$ cat src/rtl/fetch_unit.sv
// Instruction-fetch stage feeding the IF/ID register: PC, one-cycle imem latency, stall skid buffer, redirects.
// Optional FETCH_PERF_EN adds stall_cycles / redirect_count performance counters.
module fetch_unit #(
  parameter logic [31:0] PC_RESET = 32'h0000_0000
) (
  input  logic        clk,
  input  logic        rst_n,
  input  logic        stall,
  input  logic        redirect,
  input  logic [31:0] redirect_target,
  output logic        imem_req,
  output logic [31:0] imem_addr,
  input  logic [31:0] imem_rdata,
  output logic [31:0] PCAddResultOut,
  output logic [31:0] InstructionOut,
  output logic        ifid_write,
  output logic        ifid_flush,
  output logic        misalign_err
`ifdef FETCH_PERF_EN
  ,
  output logic [31:0] stall_cycles,
  output logic [31:0] redirect_count
`endif
);

  typedef enum logic [1:0] {BOOT, RUN, STALL} state_t;

  state_t      state, state_nxt;
  logic [31:0] fetch_pc, fetch_pc_nxt;
  logic [31:0] resp_pc, resp_pc_nxt;
  logic        resp_valid, resp_valid_nxt;
  logic [31:0] hold_instr, hold_instr_nxt;
  logic [31:0] hold_pc, hold_pc_nxt;
  logic        hold_valid, hold_valid_nxt;
  logic        misalign_nxt;
  logic        req_c;
  logic [31:0] redir_addr;

  assign redir_addr = {redirect_target[31:2], 2'b00};
  // BOOT drives a request, but nothing may leave the block while reset is held
  assign imem_req   = req_c & rst_n;

  always_ff @(posedge clk or negedge rst_n) begin
    if (!rst_n) begin
      state        <= BOOT;
      fetch_pc     <= PC_RESET;
      resp_pc      <= '0;
      resp_valid   <= 1'b0;
      hold_instr   <= '0;
      hold_pc      <= '0;
      hold_valid   <= 1'b0;
      misalign_err <= 1'b0;
    end else begin
      state        <= state_nxt;
      fetch_pc     <= fetch_pc_nxt;
      resp_pc      <= resp_pc_nxt;
      resp_valid   <= resp_valid_nxt;
      hold_instr   <= hold_instr_nxt;
      hold_pc      <= hold_pc_nxt;
      hold_valid   <= hold_valid_nxt;
      misalign_err <= misalign_nxt;
    end
  end

  always_comb begin
    state_nxt      = state;
    fetch_pc_nxt   = fetch_pc;
    resp_pc_nxt    = resp_pc;
    resp_valid_nxt = 1'b0;
    hold_instr_nxt = hold_instr;
    hold_pc_nxt    = hold_pc;
    hold_valid_nxt = hold_valid;
    misalign_nxt   = misalign_err;
    req_c          = 1'b0;
    imem_addr      = fetch_pc;
    ifid_write     = 1'b0;
    ifid_flush     = 1'b0;
    InstructionOut = '0;
    PCAddResultOut = '0;
    case (state)
      BOOT: begin
        req_c          = 1'b1;
        resp_valid_nxt = 1'b1;
        resp_pc_nxt    = fetch_pc;
        fetch_pc_nxt   = fetch_pc + 32'd4;
        state_nxt      = RUN;
      end
      default: begin
        if (redirect) begin
          ifid_flush     = 1'b1;
          req_c          = 1'b1;
          imem_addr      = redir_addr;
          resp_valid_nxt = 1'b1;
          resp_pc_nxt    = redir_addr;
          fetch_pc_nxt   = redir_addr + 32'd4;
          hold_valid_nxt = 1'b0;
          state_nxt      = RUN;
          if (redirect_target[1:0] != 2'b00) misalign_nxt = 1'b1;
        end else if (stall) begin
          if (resp_valid) begin
            hold_valid_nxt = 1'b1;
            hold_instr_nxt = imem_rdata;
            hold_pc_nxt    = resp_pc;
          end
          state_nxt = STALL;
        end else begin
          // A STALL cycle with stall released already behaves as RUN, so a k-cycle stall costs k bubbles
          if (hold_valid) begin
            ifid_write     = 1'b1;
            InstructionOut = hold_instr;
            PCAddResultOut = hold_pc + 32'd4;
            hold_valid_nxt = 1'b0;
          end else if (resp_valid) begin
            ifid_write     = 1'b1;
            InstructionOut = imem_rdata;
            PCAddResultOut = resp_pc + 32'd4;
          end
          req_c          = 1'b1;
          resp_valid_nxt = 1'b1;
          resp_pc_nxt    = fetch_pc;
          fetch_pc_nxt   = fetch_pc + 32'd4;
          state_nxt      = RUN;
        end
      end
    endcase
  end

`ifdef FETCH_PERF_EN
  always_ff @(posedge clk or negedge rst_n) begin
    if (!rst_n) begin
      stall_cycles   <= '0;
      redirect_count <= '0;
    end else if (state != BOOT) begin
      if (stall)    stall_cycles   <= stall_cycles + 32'd1;
      if (redirect) redirect_count <= redirect_count + 32'd1;
    end
  end
`endif

endmodule

$ cat config.mk
export PLATFORM = sky130hd
export DESIGN_NAME = fetch_unit
export DESIGN_NICKNAME = d
export VERILOG_FILES = /design/src/rtl/fetch_unit.sv
export SDC_FILE = /design/constraint.sdc
export NUM_CORES = 1
export LEC_CHECK = 0
export ABC_AREA = 1
export BUFFER_PORTS_ARGS = -buffer_cell sky130_fd_sc_hd__buf_4
export CORE_UTILIZATION = 45
export CTS_CLUSTER_SIZE = 40
export DETAILED_ROUTE_END_ITERATION = 10
export PLACE_DENSITY = 0.69
export SLEW_MARGIN = 40
export SYNTH_ARGS = -nofsm -noshare
export SYNTH_HDL_FRONTEND = slang
export SYNTH_SLANG_ARGS = --single-unit
$ cat constraint.sdc
create_clock -name clk -period 1.6 [get_ports clk]
set_clock_uncertainty 0.1 [all_clocks]
set_input_delay 0.32 -clock clk [delete_from_list [all_inputs] [get_ports clk]]
set_output_delay 0.32 -clock clk [all_outputs]
set_load 0.02 [all_outputs]
* Word level (Yosys, flattened, before mapping)
Cells that the tools add are included.
** Storage, ports and cells
- Bits in registers :: 133
** Cells by class
- Add/sub/neg operators :: 4
- Eq/ne operators :: 2
- Mux-type cells :: 34
- Bitwise gates (word level) :: 3
- Reduce and logical (&&, ||, !) cells :: 5
** Operators with widths (count)
- two-way mux 32 bit :: 18
- adder 32 x 3 -> 32 bit, second input constant :: 4
- two-way mux 1 bit :: 13
- two-way mux 2 bit :: 3
- != test 3 x 1 -> 1 bit, second input constant :: 2
- AND reduction 4 bit :: 1
- AND reduction 3 bit :: 1
- zero test 2 bit :: 1
- NOT 1 bit :: 2
- AND reduction 2 bit :: 1
- nonzero test 2 bit :: 1
- AND 1 bit :: 1

* Longest topological paths before layout
Gate-level depths: netlist (run 1).
- Depth after elaboration :: 6
- Gate-level depth with buffers :: 12
- Gate-level depth less buffers :: 12

* Least setup slack after synthesis (run 1)
Ideal clock, no wire load.
- Kind :: register to output
- Start :: reg resp_pc[2]
- End :: out PCAddResultOut[10]
- Arrival time :: 1.674 ns
- Setup slack :: -0.494 ns
- Stages on the path, launching flop included :: 7
- Buffers on the path :: 0
- Cells stage by stage :: dfrtp_1 -> ha_1 -> nand2_1 -> nor2_1 -> nand2_1 -> xor2_1 -> a211oi_1
** On the way
- Word-level cells in the longest chain between the ends :: 6
** RTL lines
- from (decl) :: line 30 : logic [31:0] resp_pc, resp_pc_nxt;
- from (signal assigned) :: line 56 : resp_pc <= resp_pc_nxt;
- adder 32 x 3 -> 32 bit :: line 116 : PCAddResultOut = resp_pc + 32'd4;
- two-way mux 32 bit :: line 113 : end else if (resp_valid) begin
- two-way mux 32 bit :: line 108 : if (hold_valid) begin
- two-way mux 32 bit :: line 99 : end else if (stall) begin
- two-way mux 32 bit :: line 89 : if (redirect) begin
- two-way mux 32 bit :: line 80 : case (state)
- to (decl) :: line 14 : output logic [31:0] PCAddResultOut,
Every way passes these cells.

* Worst setup path after layout (run 1)
- Start :: reg resp_pc[12]
- End :: out PCAddResultOut[14]
Same word-level chain as after synthesis.

==> reports/metrics.yaml, run 1 <==
path_cells: "nand2_1, nor2_2, nand2_1, buf_4, o21ai_1, nand3_1, nand2_1, nand2_2, a21oi_4, buf_4"
final_cell_mix: "buf_4, nand2_1, nor2_1"
pwr_density_cell_nw_per_um2: 933
min_from: "imem_rdata[0]"
synth_cells: 1477
first_pass_iters: 8
path_max_fanout: 3
io_buffers: 165
root_buffer: "clkbuf_16"
rsz0062_at_grt: "yes"
critical_path.most_common_cell: "nand2_1"
fmax_ghz: 0.385
tightestPinTransition_ns: 0.549
clk_path_buf_depth: 2
start_kind: "register"
die_x_um: 148
syn-cell-area_um2: 9640
setup_viol: 224
seq_area_um2: 3240
finalCriticalPeriod_ns: 2.59
cp_num_buf_inv: 2
clk_pin_slew_ns: 0.06
cp_top_family: "simple AND/OR/NAND/NOR gates"
die_area_um2: 22000
status: "complete, but fails checks"
crit_start: "resp_pc[12]"
grt_max_degree: 93
finalNetCount: 2105
fin_crit_sh: 1.62
crit_path_end_kind: "output port"
cts_tree: "yes"
setup-tns-final_ns: -113.75
clkSinkCount: 129
grt_pass1_wl_um: 65300
timing.slew.headroom: 0.634
failed_checks: "setup timing"
ant_nets: 0
grt_use_total: 0.391
hold_slack_ns: 0.0242
r2r_cells: 12
coreArea_um2: 21000
slowest_stage: "dfrtp_1"
fin_ws_ns: -0.994
grt_overflow: 0
n_fill_cell: 1159
multi_input_area_um2: 7650
worstSetupPathType: "reg2out"
routed_wl_um: 52000
area_growth_pct: 84.8
ir_drop_mv: 0.643
via_per_inst: 6.01
max_stage_delay_ns: 0.45
hold_class: "in2reg"
finalMaxSlewViolations: 0
wire_per_inst_um: 22.4
ff2ff_setup_slack_ns: -0.63
gp_congestion: 1.01
hold_depth: 2
drive_gt1_frac: 0.512
p_leak_uw: 0.00847
mostFrequentLayoutCell: "buf_4"
arrival_ns: 2.17
insertion_delay_ns: 0.44
synth_area_per_cell_um2: 6.52
vias: 13945
io-pin-count: 168
r2r_start: "state[1]"
hold_viol_final: 0
die_y_um: 148
cts_buffers: 17
ys_ff_latch: 129
dp_cells: 2185
antenna_found_initial: 2
drtIter0Drc: 1648
seq_area_frac_synth: 0.335
cts_max_level: 4
place_ws_ns: -0.505
grt_pass1_vias: 12056
stdcell_count: 2322
hold_end: "hold_instr[0]"
dp_hpwl_um: 30000
timing.critical_path.required_ns: 1.18
route.detailed.drc: 0
yosys_warnings: 0
synth.distinct_cells: 45
initial_core_util: 0.458
drv_cap: 0
r2r_end: "fetch_pc[19]"
row_count: 53
==> where the power goes <==
part           switching (uW)  leakage (uW)  total [uW]  internal (uW)
sequential                675       0.00154        4560           3890
clock                    1680      0.000307        4310           2630
combinational            4170       0.00662        7730           3570
==> logic make-up (layout without fill, tap and decap cells) <==
group	after synthesis	after routing	share of synthesized area
XOR/XNOR	18	18	0.0164
AND/OR/NAND/NOR	880	880	0.377
AO/OA/AOI/OAI	235	235	0.137
multiplexers	32	32	0.0483
flip-flops	129	129	0.335
adder cells (fa/ha/maj)	4	4	0.00519
buffers and inverters	178	745	0.0810
other	1	4	0.000389
==> per-layer routing <==
metal  part of all wire  GRT usage  wire, um
met1               0.35      0.498     18200
met2               0.45      0.654     23500
met3               0.11     0.0528      5690
met4              0.088      0.186      4590
met5            0.00017          0         9
==> synthesized netlist by cell type, drive strengths merged <==
cell     instances  area share
a211oi           4      0.0031
nand3b           9      0.0070
conb             1     0.00039
inv            121       0.047
a21oi           58       0.031
nand4            8      0.0052
ha               4      0.0052
dfrtp          129        0.33
clkinv           1     0.00039
o211ai           3      0.0023
o21bai           3      0.0023
a22oi           34       0.026
o21ai          124       0.065
buf             40       0.027
nor3            12      0.0074
a21o             2      0.0016
xnor2            7      0.0064
clkbuf          16      0.0064
nor2           248        0.11
xor2            11       0.010
mux2            32       0.048
nand2          495        0.19
a31oi            3      0.0019
and2             3      0.0019
o2111ai          1     0.00091
o21a             1     0.00078
nand3          103       0.054
o22ai            2      0.0013
or2              2      0.0013
==> registers in the layout (all words and copies together), names as in the netlist <==
signal and count:
fetch_pc 30, misalign_err 1, resp_valid 1, state 2
hold_valid 1, hold_pc 31, resp_pc 31, hold_instr 32
==> cell type report <==
type | count | share of cell area
repair buffers | 592 | 0.305
well taps | 275 | 0.0193
clock inverters | 14 | 0.0115
flip-flops and latches | 129 | 0.182
diodes | 2 | 0.000281
clock buffers | 17 | 0.0239
inverters | 122 | 0.0280
multi-input cells | 1171 | 0.430
==> worst max-delay path by stage <==
stage | endpoint | cells past startpoint
floorplan | imem_addr[5] | 4
global placement | PCAddResultOut[26] | 12
detailed placement | PCAddResultOut[26] | 12
CTS | PCAddResultOut[30] | 12
global route | PCAddResultOut[22] | 12
finish | PCAddResultOut[14] | 10
==> stage by stage <==
stage | instance area (um^2) | util | total power, uW
5_1_grt | 17800 | 0.847 | 17100
4_1_cts | 16400 | 0.780 | 15100
3_5_place_dp | 14000 | 0.667 | 9910
3_3_place_gp | 14000 | 0.667 | 9800
6_report | 17800 | 0.847 | 16600
2_1_floorplan | 10200 | - | 7050
==> what timing repair did <==
action / 4_1_cts / 5_1_grt
resized for setup: 313 / 321
buffers inserted: 60 / 58
setup endpoints to repair: 213 / 223
hold buffers: 1 / 0
gates cloned: 6 / 4
hold endpoints to repair: 129 / 0
pin swaps: 69 / 94
(Power assumes the default switching activity.)
==> run 2, diff against run 1 <==
--- a/config.mk
+++ b/config.mk
@@ -7,10 +7,10 @@
 export LEC_CHECK = 0
 export ABC_AREA = 1
 export BUFFER_PORTS_ARGS = -buffer_cell sky130_fd_sc_hd__buf_4
-export CORE_UTILIZATION = 45
+export CAP_MARGIN = 10
+export CORE_UTILIZATION = 24
 export CTS_CLUSTER_SIZE = 40
 export DETAILED_ROUTE_END_ITERATION = 10
-export PLACE_DENSITY = 0.69
 export SLEW_MARGIN = 40
 export SYNTH_ARGS = -nofsm -noshare
 export SYNTH_HDL_FRONTEND = slang
==> constraint.sdc (replaced) <==
create_clock -name clk -period 1.6 [get_ports clk]
set_clock_uncertainty 0.1 [all_clocks]
set_input_delay 0.08 -clock clk [delete_from_list [all_inputs] [get_ports clk]]
set_output_delay 0.08 -clock clk [all_outputs]
set_load 0.02 [all_outputs]
==> run 2 against run 1 <==
- the flow still finishes with violations (setup timing)
- clock power is essentially flat
- total power fell by 1.9%
- clock-buffer cell count unchanged
- critical path type unchanged
- sequential share of layout area down 0.88 points
- cell count grew 11%
- register-to-register slack gained 0.08 ns
- worst hold slack worse by 0.014 ns
==> reports/metrics.yaml, run 2 (synthesized netlist as in run 1, its figures left out) <==
status: "complete, but fails checks"
failed_checks: "setup timing"
fin_crit_sh: 1.41  # -0.210
clkPwrFrac: 0.266  # +0.007
drv_cap: 0  # unchanged
cts_buffers: 17  # unchanged
wire_per_inst_um: 17.8  # -21%
final_cell_mix: "nand2_1, buf_4, buf_6"
drtIter0Drc: 949  # -42%
root_buffer: "clkbuf_16"
path_max_fanout: 4  # +1
io_buffers: 165  # unchanged
finalCriticalPeriod_ns: 2.26  # -0.336 ns
drive_gt1_frac: 0.498  # -0.0149
ant_nets: 0  # unchanged
row_count: 73  # +38%
largest_reg_flops: 32  # unchanged
p_comb_frac: 0.456  # -0.010
coreArea_um2: 39600  # +89%
hold_depth: 6  # +4
area_growth_pct: 94.5
crit_path_end_kind: "output port"
fmax_ghz: 0.443  # +15%
route.detailed.drc: 0  # unchanged
clk_path_buf_depth: 2  # unchanged
initial_core_util: 0.243  # -0.215
grt_pass1_wl_um: 66000  # +1.1%
dp_cells: 2367  # +8.3%
power_uw: 16300  # -1.9%
cts_max_level: 4  # unchanged
gp_congestion: 0.962  # -4.7%
largest_register: "hold_instr"
hold_slack_ns: 0.0101  # -0.0142 ns
clk_pin_slew_ns: 0.08  # +0.02 ns
mostFrequentLayoutCell: "nand2_1"
stdcell_count: 2586  # +11%
grt_pass1_vias: 11639  # -3.5%
fin_ws_ns: -0.658  # +0.336 ns
grt_overflow: 0  # unchanged
setup_viol: 219  # -2.2%
vias: 12433  # -11%
intPower_uw: 10200  # +0.71%
antenna_found_initial: 0  # -2
reg_top3: "hold_instr (32), hold_pc (31), resp_pc (31)"
r2r_cells: 13  # +1
via_per_inst: 4.81  # -20%
timing.critical_path.required_ns: 1.42  # +0.24 ns
insertion_delay_ns: 0.44  # about the same
n_fill_cell: 3716  # +220%
finalMaxSlewViolations: 0  # unchanged
placed_area_um2: 13400  # -4.1%
clkSinkCount: 129  # unchanged
cts_tree: "yes"
p_leak_uw: 0.00866  # +2.3%
dp_hpwl_um: 31200  # +4.1%
hold_viol_final: 0  # unchanged
p_sw_frac: 0.376  # -0.0162
min_from: "redirect_target[9]"
first_pass_iters: 5  # -3
grt_max_degree: 76  # -18%
hold_class: "in2reg"
pwr_density_cell_nw_per_um2: 869  # -6.8%
die_y_um: 202  # +36%
r2r_end: "fetch_pc[7]"
start_kind: "register"
netSwitchingPower_uw: 6130  # -6.0%
multi_input_area_um2: 7610  # -0.52%
finalNetCount: 2120  # +0.71%
die_x_um: 202  # +36%
routed_wl_um: 46000  # -11%
final_area_um2: 18700  # +5.3%
die_area_um2: 41000  # +86%
grt_use_total: 0.207  # -0.183
io-pin-count: 168  # unchanged
worstSetupPathType: "reg2out"
ff2ff_setup_slack_ns: -0.55  # +0.08 ns
ir_drop_mv: 0.725  # +13%
r2r_start: "state[0]"
arrival_ns: 2.08  # -0.09 ns
hold_end: "fetch_pc[9]"
power_frac_seq: 0.277  # +0.002
rsz0062_at_grt: "yes"
seq_area_um2: 3250  # +0.19%
final_util: 0.473  # -0.374
-- run 2: changes by cell type in the layout (fill, tap and decap cells not counted), moves of 5 or more --
| cell | previous run | this run |
|---|---|---|
| a21oi_1 | 20 | 28 |
| a21oi_4 | 24 | 14 |
| buf_4 | 428 | 318 |
| buf_6 | 117 | 178 |
| clkbuf_16 | 20 | 29 |
| dfrtp_1 | 120 | 115 |
| dfrtp_2 | 9 | 14 |
| dlygate4sd3_1 | 1 | 54 |
| nand2_1 | 384 | 359 |
| nand2_2 | 67 | 80 |
| nand2_4 | 39 | 55 |
| nor2_2 | 59 | 54 |
-- run 2: layout make-up --
class,instances,area share
clock inverter,14,0.0108
tap,525,0.0350
antenna,1,0.000134
multi-input combinational,1171,0.406
sequential,129,0.173
clock buffer,17,0.0227
timing repair buffer,607,0.326
inverter,122,0.0259
-- run 2: metal layers --
layer / vias up / routed length [um] / global-route usage
met4: 0 / 993 / 0.0483
met3: 66 / 2610 / 0.0292
met5: - / 0 / 0
met1: 5989 / 19700 / 0.279
met2: 437 / 22800 / 0.349
li1: 5941 / - / -
-- run 2: stage by stage --
| step | worst slack, ns | TNS (ns) |
|---|---|---|
| floorplan | -0.137 | -1.69 |
| global placement | -0.437 | -10.26 |
| detailed placement | -0.396 | -11.55 |
| CTS | -0.627 | -59.63 |
| global route | -0.763 | -79.92 |
| finish | -0.658 | -67.45 |
-- run 2: timing repair --
action | in CTS | in global routing
hold endpoints to repair | 182 | 0
buffers inserted | 81 | 58
pin swaps | 82 | 80
hold buffers | 54 | 0
endpoints found under the setup margin | 171 | 220
gates resized for setup | 462 | 357
gates cloned | 7 | 16
-- run 2: worst max path at each step --
| stage | startpoint | end | cells past startpoint | slack (ns) |
|---|---|---|---|---|
| 2_1_floorplan | state[1] | resp_pc[28] | 6 | -0.14 |
| 3_3_place_gp | hold_pc[4] | PCAddResultOut[11] | 8 | -0.44 |
| 3_5_place_dp | hold_pc[4] | PCAddResultOut[11] | 8 | -0.40 |
| 4_1_cts | resp_pc[4] | PCAddResultOut[9] | 8 | -0.63 |
| 5_1_grt | resp_pc[12] | PCAddResultOut[23] | 13 | -0.76 |
| 6_report | resp_pc[2] | PCAddResultOut[18] | 11 | -0.66 |
-- run 2: power by group through the flow --
stage,registers [uW],clock network [uW],logic [uW]
5_1_grt,4600,4530,7890
2_1_floorplan,4390,0,2410
6_report,4520,4340,7430
3_3_place_gp,4460,0,4960
3_5_place_dp,4470,0,4990
4_1_cts,4430,4400,6360
-- run 2: critical path, stage by stage, from the launching register on --
cell,delay (ns)
dfrtp_1,0.38
ha_2,0.23
nand2_2,0.08
nor2_4,0.12
buf_6,0.12
nand2_4,0.06
o21ai_2,0.12
nand3_1,0.11
nand2_2,0.10
nand2_2,0.07
a21oi_4,0.12
buf_6,0.13
==> run 3, diff against run 2 <==
==> constraint.sdc (replaced) <==
create_clock -name clk -period 2.1 [get_ports clk]
set_clock_uncertainty 0.1 [all_clocks]
set_input_delay 0.105 -clock clk [delete_from_list [all_inputs] [get_ports clk]]
set_output_delay 0.105 -clock clk [all_outputs]
set_load 0.02 [all_outputs]
==> run 3 against run 2 <==
- the run still ends with setup timing left
- die area unchanged
- critical path type unchanged
- worst hold slack gained 0.012 ns
- utilization decreased by 9.4 points
- critical endpoint is now PCAddResultOut[16]
- cell count is 9.6% lower
- global-route usage is 1.4 points lower
- clock-buffer cell count rose by 1
- routed wire length shrank 9.9%
- sequential share of layout area is 4.4 points higher
==> reports/metrics.yaml, run 3 (synthesized netlist as in run 1, its figures left out) <==
path_cells: "ha_4, nand2_4, nor2_4, nand2_4, o21ai_2, nand3_1, nand2_1, nand2_1, a21oi_2, buf_6"
drv_cap: 0  # unchanged
cp.depth: 10  # -1
via_per_inst: 4.85  # +0.95%
multi_input_area_um2: 6680  # -12%
finalCriticalPeriod_ns: 2.27
failed_checks: "setup timing"
mostFrequentLayoutCell: "nand2_1"
ff2ff_setup_slack_ns: 0.19  # +0.74 ns
rsz0062_at_grt: "yes"
drtIter0Drc: 959  # +1.1%
clk_pin_slew_ns: 0.07  # about the same
die_y_um: 202  # unchanged
finalMaxSlewViolations: 0  # unchanged
grt_use_total: 0.194  # -0.0138
start_kind: "register"
worstSetupPathType: "reg2out"
dp_hpwl_um: 29800  # -4.5%
vias: 11352  # -8.7%
io_buffers: 165  # unchanged
slowest_stage: "dfrtp_1"
max_stage_delay_ns: 0.43  # +0.05 ns
fin_crit_sh: 1.08
initial_core_util: 0.243  # unchanged
path_max_fanout: 3  # -1
grt_pass1_wl_um: 61100  # -7.3%
largest_register: "hold_instr"
crit_path_end_kind: "output port"
stdcell_count: 2339  # -9.6%
r2r_cells: 12  # -1
routed_wl_um: 41500  # -9.9%
cts_max_level: 4  # unchanged
grt_overflow: 0  # unchanged
grt_max_degree: 73  # -3.9%
ant_nets: 0  # unchanged
first_pass_iters: 5  # unchanged
power_uw: 10400  # -36%
timing.slew.headroom: 0.640
clk_path_buf_depth: 2  # unchanged
arrival_ns: 2.07  # about the same
fmax_ghz: 0.440
tightestPinTransition_ns: 0.536
n_fill_cell: 4112  # +11%
route.detailed.drc: 0  # unchanged
timing.critical_path.required_ns: 1.89  # +0.47 ns
coreArea_um2: 39600  # unchanged
hold_viol_final: 0  # unchanged
dp_cells: 2157  # -8.9%
cp_top_family: "simple AND/OR/NAND/NOR gates"
die_area_um2: 41000  # unchanged
crit_start: "resp_pc[3]"
insertion_delay_ns: 0.43  # about the same
antenna_found_initial: 0  # unchanged
cts_tree: "yes"
row_count: 73  # unchanged
gp_congestion: 0.957  # -0.57%
die_x_um: 202  # unchanged
root_buffer: "clkbuf_16"
fin_ws_ns: -0.173  # +0.485 ns
clkSinkCount: 129  # unchanged
area_growth_pct: 55.7
status: "complete, but fails checks"
ir_drop_mv: 0.579  # -20%
drive_gt1_frac: 0.353  # -0.145
seq_area_um2: 3260  # +0.35%
largest_reg_flops: 32  # unchanged
cp_num_buf_inv: 1  # -1
io-pin-count: 168  # unchanged
final_cell_mix: "nand2_1, buf_4, nor2_1"
cts_buffers: 17  # unchanged
grt_pass1_vias: 10708  # -8.0%
hold_class: "in2async"
r2r_start: "fetch_pc[3]"
final_util: 0.379  # -0.0943
wire_per_inst_um: 17.7  # -0.37%
finalNetCount: 1872  # -12%
pwr_density_cell_nw_per_um2: 695  # -20%
p_leak_uw: 0.00677  # -22%
setup_viol: 66  # -70%
reg_top3: "hold_instr (32), hold_pc (31), resp_pc (31)"
run 3: power by group:
group          switching (uW)  total (uW)  internal [uW]
registers                 562        3530           2970
clock network            1290        2860           1580
logic                    2300        4030           1730
run 3: timing repair:
action,CTS,global route
hold buffers,46,0
buffers inserted,51,43
setup endpoints to repair,86,84
gates cloned,5,5
hold endpoints to repair,175,0
pin swaps,44,67
resized for setup,249,173
run 3: final timing paths:
path                                      end
hold / removal                   misalign_err
max in group asynchronous       hold_instr[3]
hold reg to reg                  misalign_err
min in group clk                  fetch_pc[9]
setup / recovery           PCAddResultOut[16]
setup reg to reg                 fetch_pc[22]
run 3: area by class of cell:
type	count	share of cell area
flip-flops and latches	129	0.217
repair inverters	2	0.00133
clock inverters	14	0.00817
well taps	525	0.0438
repair buffers	356	0.222
inverters	122	0.0330
diodes	1	0.000167
multi-input cells	1172	0.445
clock buffers	18	0.0293
run 3: worst reg2reg max path, delay by kind of cell, from the launching register on:
family,cells,cell delay [ns]
simple gates,11,1.08
fa+ha+maj,1,0.22
flops,1,0.41
run 3: metrics by stage:
stage | TNS [ns] | instance area (um^2) | setup WS (ns) | hold slack [ns]
2_1_floorplan | 0 | 9640 | 0.221 | -0.291
3_3_place_gp | 0 | 11700 | 0.0595 | -0.0836
6_report | -5.61 | 15000 | -0.173 | 0.0221
4_1_cts | -3.45 | 14000 | -0.145 | 0.00115
3_5_place_dp | 0 | 11700 | 0.0361 | -0.0785
5_1_grt | -9.73 | 15000 | -0.237 | 0.0312
run 3: metal layers:
metal | global-route usage | part of all wire | up-vias
met1 | 0.265 | 0.44 | 5403
met5 | 0 | 0 | -
li1 | - | - | 5457
met2 | 0.311 | 0.47 | 425
met3 | 0.0302 | 0.065 | 67
met4 | 0.0596 | 0.024 | 0
